`config.mk`:
```
export PLATFORM = sky130hd
export DESIGN_NAME = mvm_sequencer
export DESIGN_NICKNAME = d
export VERILOG_FILES = /design/src/rtl/mvm_sequencer.sv
export SDC_FILE = /design/constraint.sdc
export NUM_CORES = 1
export LEC_CHECK = 0
export ABC_AREA = 1
export BUFFER_PORTS_ARGS = -buffer_cell sky130_fd_sc_hd__buf_2
export CORE_ASPECT_RATIO = 1.25
export CORE_UTILIZATION = 25
export DETAILED_ROUTE_END_ITERATION = 12
export GPL_ROUTABILITY_DRIVEN = 0
export GPL_TIMING_DRIVEN = 0
export PLACE_DENSITY_LB_ADDON = 0.05
export SLEW_MARGIN = 20
export SYNTH_ARGS = -nofsm -noshare
export SYNTH_HDL_FRONTEND = slang
export SYNTH_SLANG_ARGS = --single-unit
```
`constraint.sdc`:
```
create_clock -name clock -period 8 [get_ports clock]
set_input_delay 0.4 -clock clock [delete_from_list [all_inputs] [get_ports clock]]
set_output_delay 0.4 -clock clock [all_outputs]
set_load 0.05 [all_outputs]
```
`src/rtl/mvm_sequencer.sv`:
```
// mvm_sequencer: loads the matVecMult operand banks from a host word stream,
// holds them while the datapath computes, then streams the captured results out.
module mvm_sequencer #(
    parameter int BITS     = 8,
    parameter int MAT_R    = 8,
    parameter int MAT_C    = 4,
    parameter int TE       = 2,
    parameter int LATENCY  = 2,
    parameter int CNT_BITS = 16
) (
    input  logic                        clock,
    input  logic                        reset,
    input  logic                        start,
    input  logic                        start_vec_only,
    input  logic                        wr_valid,
    output logic                        wr_ready,
    input  logic [BITS-1:0]             wr_data,
    output logic [MAT_R*MAT_C*BITS-1:0] mv_mat,
    output logic [TE*MAT_C*BITS-1:0]    mv_vec,
    input  logic [TE*MAT_R*BITS-1:0]    mv_res,
    output logic                        rd_valid,
    input  logic                        rd_ready,
    output logic [BITS-1:0]             rd_data,
    output logic                        busy,
    output logic                        done,
    output logic [CNT_BITS-1:0]         cycle_count
);
    localparam int VEC_LEN = MAT_C;
    localparam int MAT_N   = MAT_R * MAT_C;
    localparam int VEC_N   = TE * VEC_LEN;
    localparam int RES_N   = TE * MAT_R;
    localparam int MAX_A   = (MAT_N > VEC_N) ? MAT_N : VEC_N;
    localparam int MAX_B   = (RES_N > LATENCY) ? RES_N : LATENCY;
    localparam int MAX_N   = (MAX_A > MAX_B) ? MAX_A : MAX_B;
    localparam int IDX_W   = $clog2(MAX_N + 1);

    typedef enum logic [2:0] {IDLE, LOAD_MAT, LOAD_VEC, RUN, DRAIN} state_t;

    state_t                state, state_d;
    logic [IDX_W-1:0]      idx, idx_inc;
    logic                  wr_fire, rd_fire, last_rd;
    logic [MAT_N*BITS-1:0] mat_q;
    logic [VEC_N*BITS-1:0] vec_q;
    logic [RES_N*BITS-1:0] res_q;
    logic [BITS-1:0]       res_next;

    assign idx_inc = idx + IDX_W'(1);
    assign mv_mat  = mat_q;
    assign mv_vec  = vec_q;

    always_ff @(posedge clock or negedge reset) begin
        if (!reset) state <= IDLE;
        else        state <= state_d;
    end

    always_comb begin
        state_d  = state;
        wr_ready = 1'b0;
        rd_valid = 1'b0;
        last_rd  = 1'b0;
        busy     = (state != IDLE);
        case (state)
            IDLE: begin
                if (start)               state_d = LOAD_MAT;
                else if (start_vec_only) state_d = LOAD_VEC;
            end
            LOAD_MAT: begin
                wr_ready = 1'b1;
                if (wr_valid && idx == IDX_W'(MAT_N - 1)) state_d = LOAD_VEC;
            end
            LOAD_VEC: begin
                wr_ready = 1'b1;
                if (wr_valid && idx == IDX_W'(VEC_N - 1)) state_d = RUN;
            end
            RUN: begin
                if (idx == IDX_W'(LATENCY - 1)) state_d = DRAIN;
            end
            DRAIN: begin
                rd_valid = 1'b1;
                last_rd  = (idx == IDX_W'(RES_N - 1));
                if (rd_ready && last_rd) state_d = IDLE;
            end
            default: state_d = IDLE;
        endcase
        wr_fire = wr_valid && wr_ready;
        rd_fire = rd_valid && rd_ready;
    end

    // Look-ahead word so rd_data is already registered when the next read begins
    always_comb begin
        res_next = '0;
        for (int i = 0; i < RES_N; i++)
            if (idx_inc == IDX_W'(i)) res_next = res_q[i*BITS +: BITS];
    end

    always_ff @(posedge clock or negedge reset) begin
        if (!reset) begin
            idx         <= '0;
            mat_q       <= '0;
            vec_q       <= '0;
            res_q       <= '0;
            rd_data     <= '0;
            done        <= 1'b0;
            cycle_count <= '0;
        end else begin
            done <= (state == DRAIN) && rd_fire && last_rd;

            // One index serves every phase; it restarts on each state change
            if (state_d != state)                          idx <= '0;
            else if (wr_fire || rd_fire || state == RUN)   idx <= idx_inc;

            for (int i = 0; i < MAT_N; i++)
                if (state == LOAD_MAT && wr_fire && idx == IDX_W'(i))
                    mat_q[i*BITS +: BITS] <= wr_data;
            for (int i = 0; i < VEC_N; i++)
                if (state == LOAD_VEC && wr_fire && idx == IDX_W'(i))
                    vec_q[i*BITS +: BITS] <= wr_data;

            if (state == RUN && state_d == DRAIN) begin
                res_q   <= mv_res;
                rd_data <= mv_res[BITS-1:0];
            end else if (rd_fire) begin
                rd_data <= last_rd ? '0 : res_next;
            end

            if (state == IDLE) begin
                if (start || start_vec_only) cycle_count <= '0;
            end else if (cycle_count != '1) begin
                cycle_count <= cycle_count + CNT_BITS'(1);
            end
        end
    end
endmodule

```
* Yosys cells after proc, flatten, opt, wreduce, memory -nomap -nowiden
Cells that the tools add are included.
** Operators by class
- $add $sub $neg :: 2
- Muxes and demuxes :: 34
- Reductions and logical operators :: 62
- Eq/ne operators :: 54
** Operators with widths (count)
- $mux 8 :: 19
- $eq 6x4->1 const B :: 16
- $eq 6x5->1 const B :: 16
- $logic_and 1x1->1 :: 50
- $eq 6x3->1 const B :: 8
- $mux 16 :: 3
- $eq 6x2->1 const B :: 4
- $mux 3 :: 6
- $add 16x1->16 const B :: 1
- $ne 16x16->1 const B :: 1
- $pmux 3 s5 :: 1
- $eq 6x1->1 const B :: 2
- $logic_not 6->1 :: 2
- $mux 6 :: 2
- $add 6x1->6 const B :: 1
- $eq 3x2->1 const B :: 2
- $eq 3x3->1 const B :: 2
- $reduce_bool 2->1 :: 3
- $eq 3x1->1 const B :: 1
- $logic_not 3->1 :: 1
- $logic_or 1x1->1 :: 3
- $mux 1 :: 3
- $ne 3x3->1 :: 1
- $reduce_bool 3->1 :: 1
- 3 further kinds :: 3
** Word-level totals
- Word-level logic and storage cells :: 198
- Output and inout port bits :: 348
- Input port bits :: 142
- Register bits after elaboration :: 482

* Depth between registers and ports, before layout
- Depth after elaboration :: 21
- Gate-level depth with buffers :: 27
- Mapped depth without buffers :: 26

* Worst setup path after synthesis
OpenSTA, ideal clock, no wires.
- Kind :: reg2reg
- Start point :: register idx[1]
- End point :: register rd_data[1]
- Library setup time :: 0.116 ns
- Cell stages (with the launch flop) :: 25
- Arrival :: 2.425 ns
- Path slack :: 5.458 ns
- Data required time :: 7.884 ns
- Period minus slack after synthesis :: 2.542 ns
- Path buffers :: 2
- Path through :: dfrtp_1 -> ha_1 -> inv_1 -> nor2_4 -> inv_2 -> nand2_1 -> nand2_1 -> nor2_4 -> buf_6 -> buf_6 -> nand2_1 -> nor2_4 -> inv_2 -> o21ai_0 -> inv_1 -> nand2_1 -> nand3_1 -> nand3_1 -> nand2_1 -> nand2_1 -> nand2_1 -> nand2_1 -> nand2_1 -> nand2_1 -> nand2_1
** On the way
- Longest elaborated chain between the ends :: 21
- Elaborated cells between the ends (all ways) :: 52
- Classes of those cells :: add/sub (1); eq/ne (20); mux (25); reduce/logical (6)
** Ends and longest elaborated chain
- from (decl) :: RTL line 40 : logic [IDX_W-1:0] idx, idx_inc;
- from (signal assigned) :: RTL line 110 : else if (wr_fire || rd_fire || state == RUN) idx <= idx_inc;
- $add 6x1->6 :: RTL line 47 : assign idx_inc = idx + IDX_W'(1);
- $logic_not 6->1 :: RTL line 93 : if (idx_inc == IDX_W'(i)) res_next = res_q[i*BITS +: BITS];
- $mux 8 (16 in a row) :: RTL line 93
- $mux 8 :: RTL line 123 : rd_data <= last_rd ? '0 : res_next;
- $mux 8 :: RTL line 122 : end else if (rd_fire) begin
- $mux 8 :: RTL line 119 : if (state == RUN && state_d == DRAIN) begin
- to (signal assigned) :: RTL line 121 : rd_data <= mv_res[BITS-1:0];
- to (signal assigned) :: RTL line 123
- to (decl) :: RTL line 23 : output logic [BITS-1:0] rd_data,
Parallel ways exist; a longest one is shown, timed or not. The select of a mux whose other input is x is not followed.
A chain may end at the register's enable or synchronous reset.

* Worst setup path after layout
- Start point :: register idx[1]
- End point :: register rd_data[2]
The elaborated chain is that of the path after synthesis.

==> flow_summary.toml <==
[clock_network]
cts_buffers = 55
clk_latency_ns = 0.62
cts_max_level = 2
root_buffer = "clkbuf_16"
cts_resized = 0
cts_max_path_buffers = 3
clk_pin_slew_worst_paths_ns = 0.07
clock_sinks = 482
cts_tree = "done"

[floorplanning]
initial_core_util_pct = 25.34
coreArea_um2 = 77740
die_width_um = 253.1
io_pins = 490
design.die.area_um2 = 79940
die_y_um = 315.9
rows = 114

[synthesis]
synth_flop_cell = "dfrtp_1"
synth_cell_types = 38
postSynthCellCount = 2245
avgSynthCellArea_um2 = 8.775
synth_top_cell_by_area = "dfrtp_1"
synth_seq_area_share_pct = 61.23
synth-edff-count = 0
synth_area_leaders = "dfrtp_1 (61%), nand2_1 (15%), o21ai_0 (11%)"
synthTopCellsByCount = "nand2_1 (793), dfrtp_1 (482), o21ai_0 (448), inv_1 (186), clkbuf_1 (107)"
synth_area_um2 = 19700
synth_top_area_share_pct = 61.23
synth_nets = 2393
synth-seq-cells = 482
yosysWarningCount = 0
synth.most_common_cell = "nand2_1"
synthArstFlopShare_pct = 100.0

[worst_setup_path]
crit_path_top_delay_cell = "dfrtp_1"
critPathArrivalTime_ns = 4.36
regToRegStartpoint = "idx[1]"
crit_top_cell = "nand2_1"
crit_buf_inv = 3
path_cells = "ha_1 > inv_1 > nand2_1 > nand2_1 > nand3_1 > nor2_1 > nand2_1 > buf_2 > o211ai_1 > nand3_1 > nand2_1 > inv_1 > o21bai_1 > nand3_1 > nand2_1 > nand2_1 > nand2_1 > nand2_1 > nand2_1 > nand2_1 > nand2_1 > nand2_1"
end_kind = "register"
path_delay_family = "simple AND/OR/NAND/NOR gates"
path_max_fanout = 10
r2r_setup_slack_ns = 4.14
cp.depth = 22
reg2reg_depth = 22
slowest_delay_ns = 0.49
r2r-end = "rd_data[2]"
required_ns = 8.51
critPathKind = "reg2reg"
endpoint = "rd_data[2]"
startpoint_type = "register"
cp-startpoint = "idx[1]"

[sta]
finalHoldViolCount = 0
timing.final.crit_period_ns = 3.857
finClkSkew_ns = 0.01310
slew_headroom_pct = 39.55
fmax_mhz = 259.3
fin_crit_sh_pct = 48.21
final_max_slew_viol_count = 0
finalSetupTns_ns = 0
rsz0062_at_grt = "no"
worst_slew_pin_slew_ns = 0.9067
finalSetupViolCount = 0

[detailed_routing]
wirelength_um = 80290
ant_nets = 0
route.detailed.drc = 0
num_vias = 17470
wl_per_cell_um = 20.17
drt_iter0_markers = 1002
vias_per_cell = 4.390
firstDrtPassIters = 5

[place]
placedCellCount = 3783
io_buffers = 489
placed_area_um2 = 23600
dpl.hpwl_um = 60210

[cells_and_area]
nets = 3039
instances_no_fill = 3980
drive_gt1_share_pct = 21.09
fillers = 8235
utilization_pct = 34.02
syn_to_final_growth_pct = 34.26
finalInstanceArea_um2 = 26450

[pwr]
pwr_density_cell_nw_per_um2 = 294.1
p_comb_share_pct = 25.1
p_int_w = 0.005016
switching_share_pct = 35.51
vdd_ir_drop_max_v = 0.0001810
sequentialPowerShare_pct = 40.6
power_switching_w = 0.002762
p_leak_nw = 13.52
clkPwrFrac_pct = 34.3

[global_routing]
grt_pass1_vias = 17970
grt_overflow = 0
grt_pass1_wl_um = 116900
grt_start_max_net_pins = 91
antenna_found_initial = 4
grtUsageTotal_pct = 19.91

[worst_hold_path]
min_path_type = "in2reg"

[outcome]
status = "complete, no violations"

[job]
maxCapViolCount = 0
==> state kept, by name (all words and copies together), names as in the netlist <==
name,cells
cycle_count,16
res_q,128
mv_mat,256
done,1
rd_data,8
state,3
mv_vec,64
idx,6
==> metal layers <==
layer | vias to the layer above | routed length [µm] | GRT usage [%]
met5 | - | 37 | 0
met2 | 443 | 41150 | 35.88
met1 | 8433 | 30800 | 22.22
li1 | 8475 | - | -
met3 | 116 | 5646 | 5.722
met4 | 6 | 2661 | 6.956
==> area by class of cell <==
cell class | count | area, µm² | share of cell area (%)
clock inverter | 29 | 347.8 | 1.315
buffer | 116 | 460.4 | 1.741
sequential | 482 | 12060 | 45.60
tap | 1044 | 1306 | 4.939
clock buffer | 72 | 1540 | 5.823
antenna | 1 | 2.502 | 0.009461
multi-input combinational | 1452 | 6452 | 24.40
timing repair buffer | 589 | 3546 | 13.41
inverter | 195 | 732.0 | 2.767
==> layout by cell type (no fill, tap or decap), types with 3 or more instances in the layout <==
cell	synthesis	routed
nand2_1	793	793
buf_2	5	493
dfrtp_1	482	482
o21ai_0	448	448
inv_1	186	186
clkbuf_1	107	114
dlygate4sd3_1	0	95
nand3_1	56	56
clkbuf_16	0	55
nor2_1	43	43
nand4_1	24	24
nor3_1	19	19
clkinv_2	0	17
a21oi_1	14	14
clkbuf_8	0	10
o211ai_1	7	7
bufinv_16	0	7
inv_2	6	6
ha_1	6	6
nor2_4	5	5
buf_16	0	5
nand2_2	4	4
nor3b_1	4	4
clkinv_1	3	3
o2111ai_1	3	3
nor2_2	3	3
o21ai_1	3	3
nand3b_1	3	3
==> power by group through the flow <==
stage          Clock [W]  Combinational (W)  Sequential, W
6_report         0.00267            0.00195        0.00315
2_1_floorplan          0           0.000840        0.00355
5_1_grt          0.00285            0.00218        0.00321
3_5_place_dp           0            0.00195        0.00320
4_1_cts          0.00276            0.00199        0.00316
3_3_place_gp           0            0.00192        0.00320
==> logic make-up (layout without fill, tap and decap cells) <==
group,after synthesis,count (layout),share of synthesized area (%)
AO/OA/AOI/OAI,484,484,12.58
XOR/XNOR,2,2,0.08893
adder cells (fa/ha/maj),6,6,0.3811
buffers and inverters,311,1001,6.053
flip-flops,482,482,61.23
other,0,1,0
AND/OR/NAND/NOR,960,960,19.67
==> tightest hold or removal path: stages <==
cell and delay [ns]:
buf_2 0.09, nand2_1 0.06, nand2_1 0.06
==> metrics by stage <==
stage	power, W	worst slack, ns	hold slack, ns
final	0.007778	4.143	0.02664
after floorplan	0.004392	5.458	0.1044
after global placement	0.005121	-3.956	0.4558
after CTS	0.007918	4.026	0.0002469
after detailed placement	0.005147	4.067	0.4636
after global routing	0.008246	3.812	0.001603
==> worst min path at each step <==
| stage | cells after the start | end | slack, ns | start |
|---|---|---|---|---|
| 2_1_floorplan | 0 | cycle_count[0] | 0.10 | reset |
| 3_3_place_gp | 2 | res_q[69] | 0.46 | res_q[69] |
| 3_5_place_dp | 2 | res_q[126] | 0.46 | res_q[126] |
| 4_1_cts | 3 | res_q[13] | 0.0002 | mv_res[13] |
| 5_1_grt | 3 | res_q[89] | 0.002 | mv_res[89] |
| 6_report | 3 | res_q[102] | 0.03 | mv_res[102] |
==> what timing repair did <==
| action | CTS | global route |
|---|---|---|
| hold endpoints to repair | 174 | 0 |
| hold buffers | 95 | 0 |
| buffers inserted | 0 | 0 |
Power figures use the tool's default switching activity.
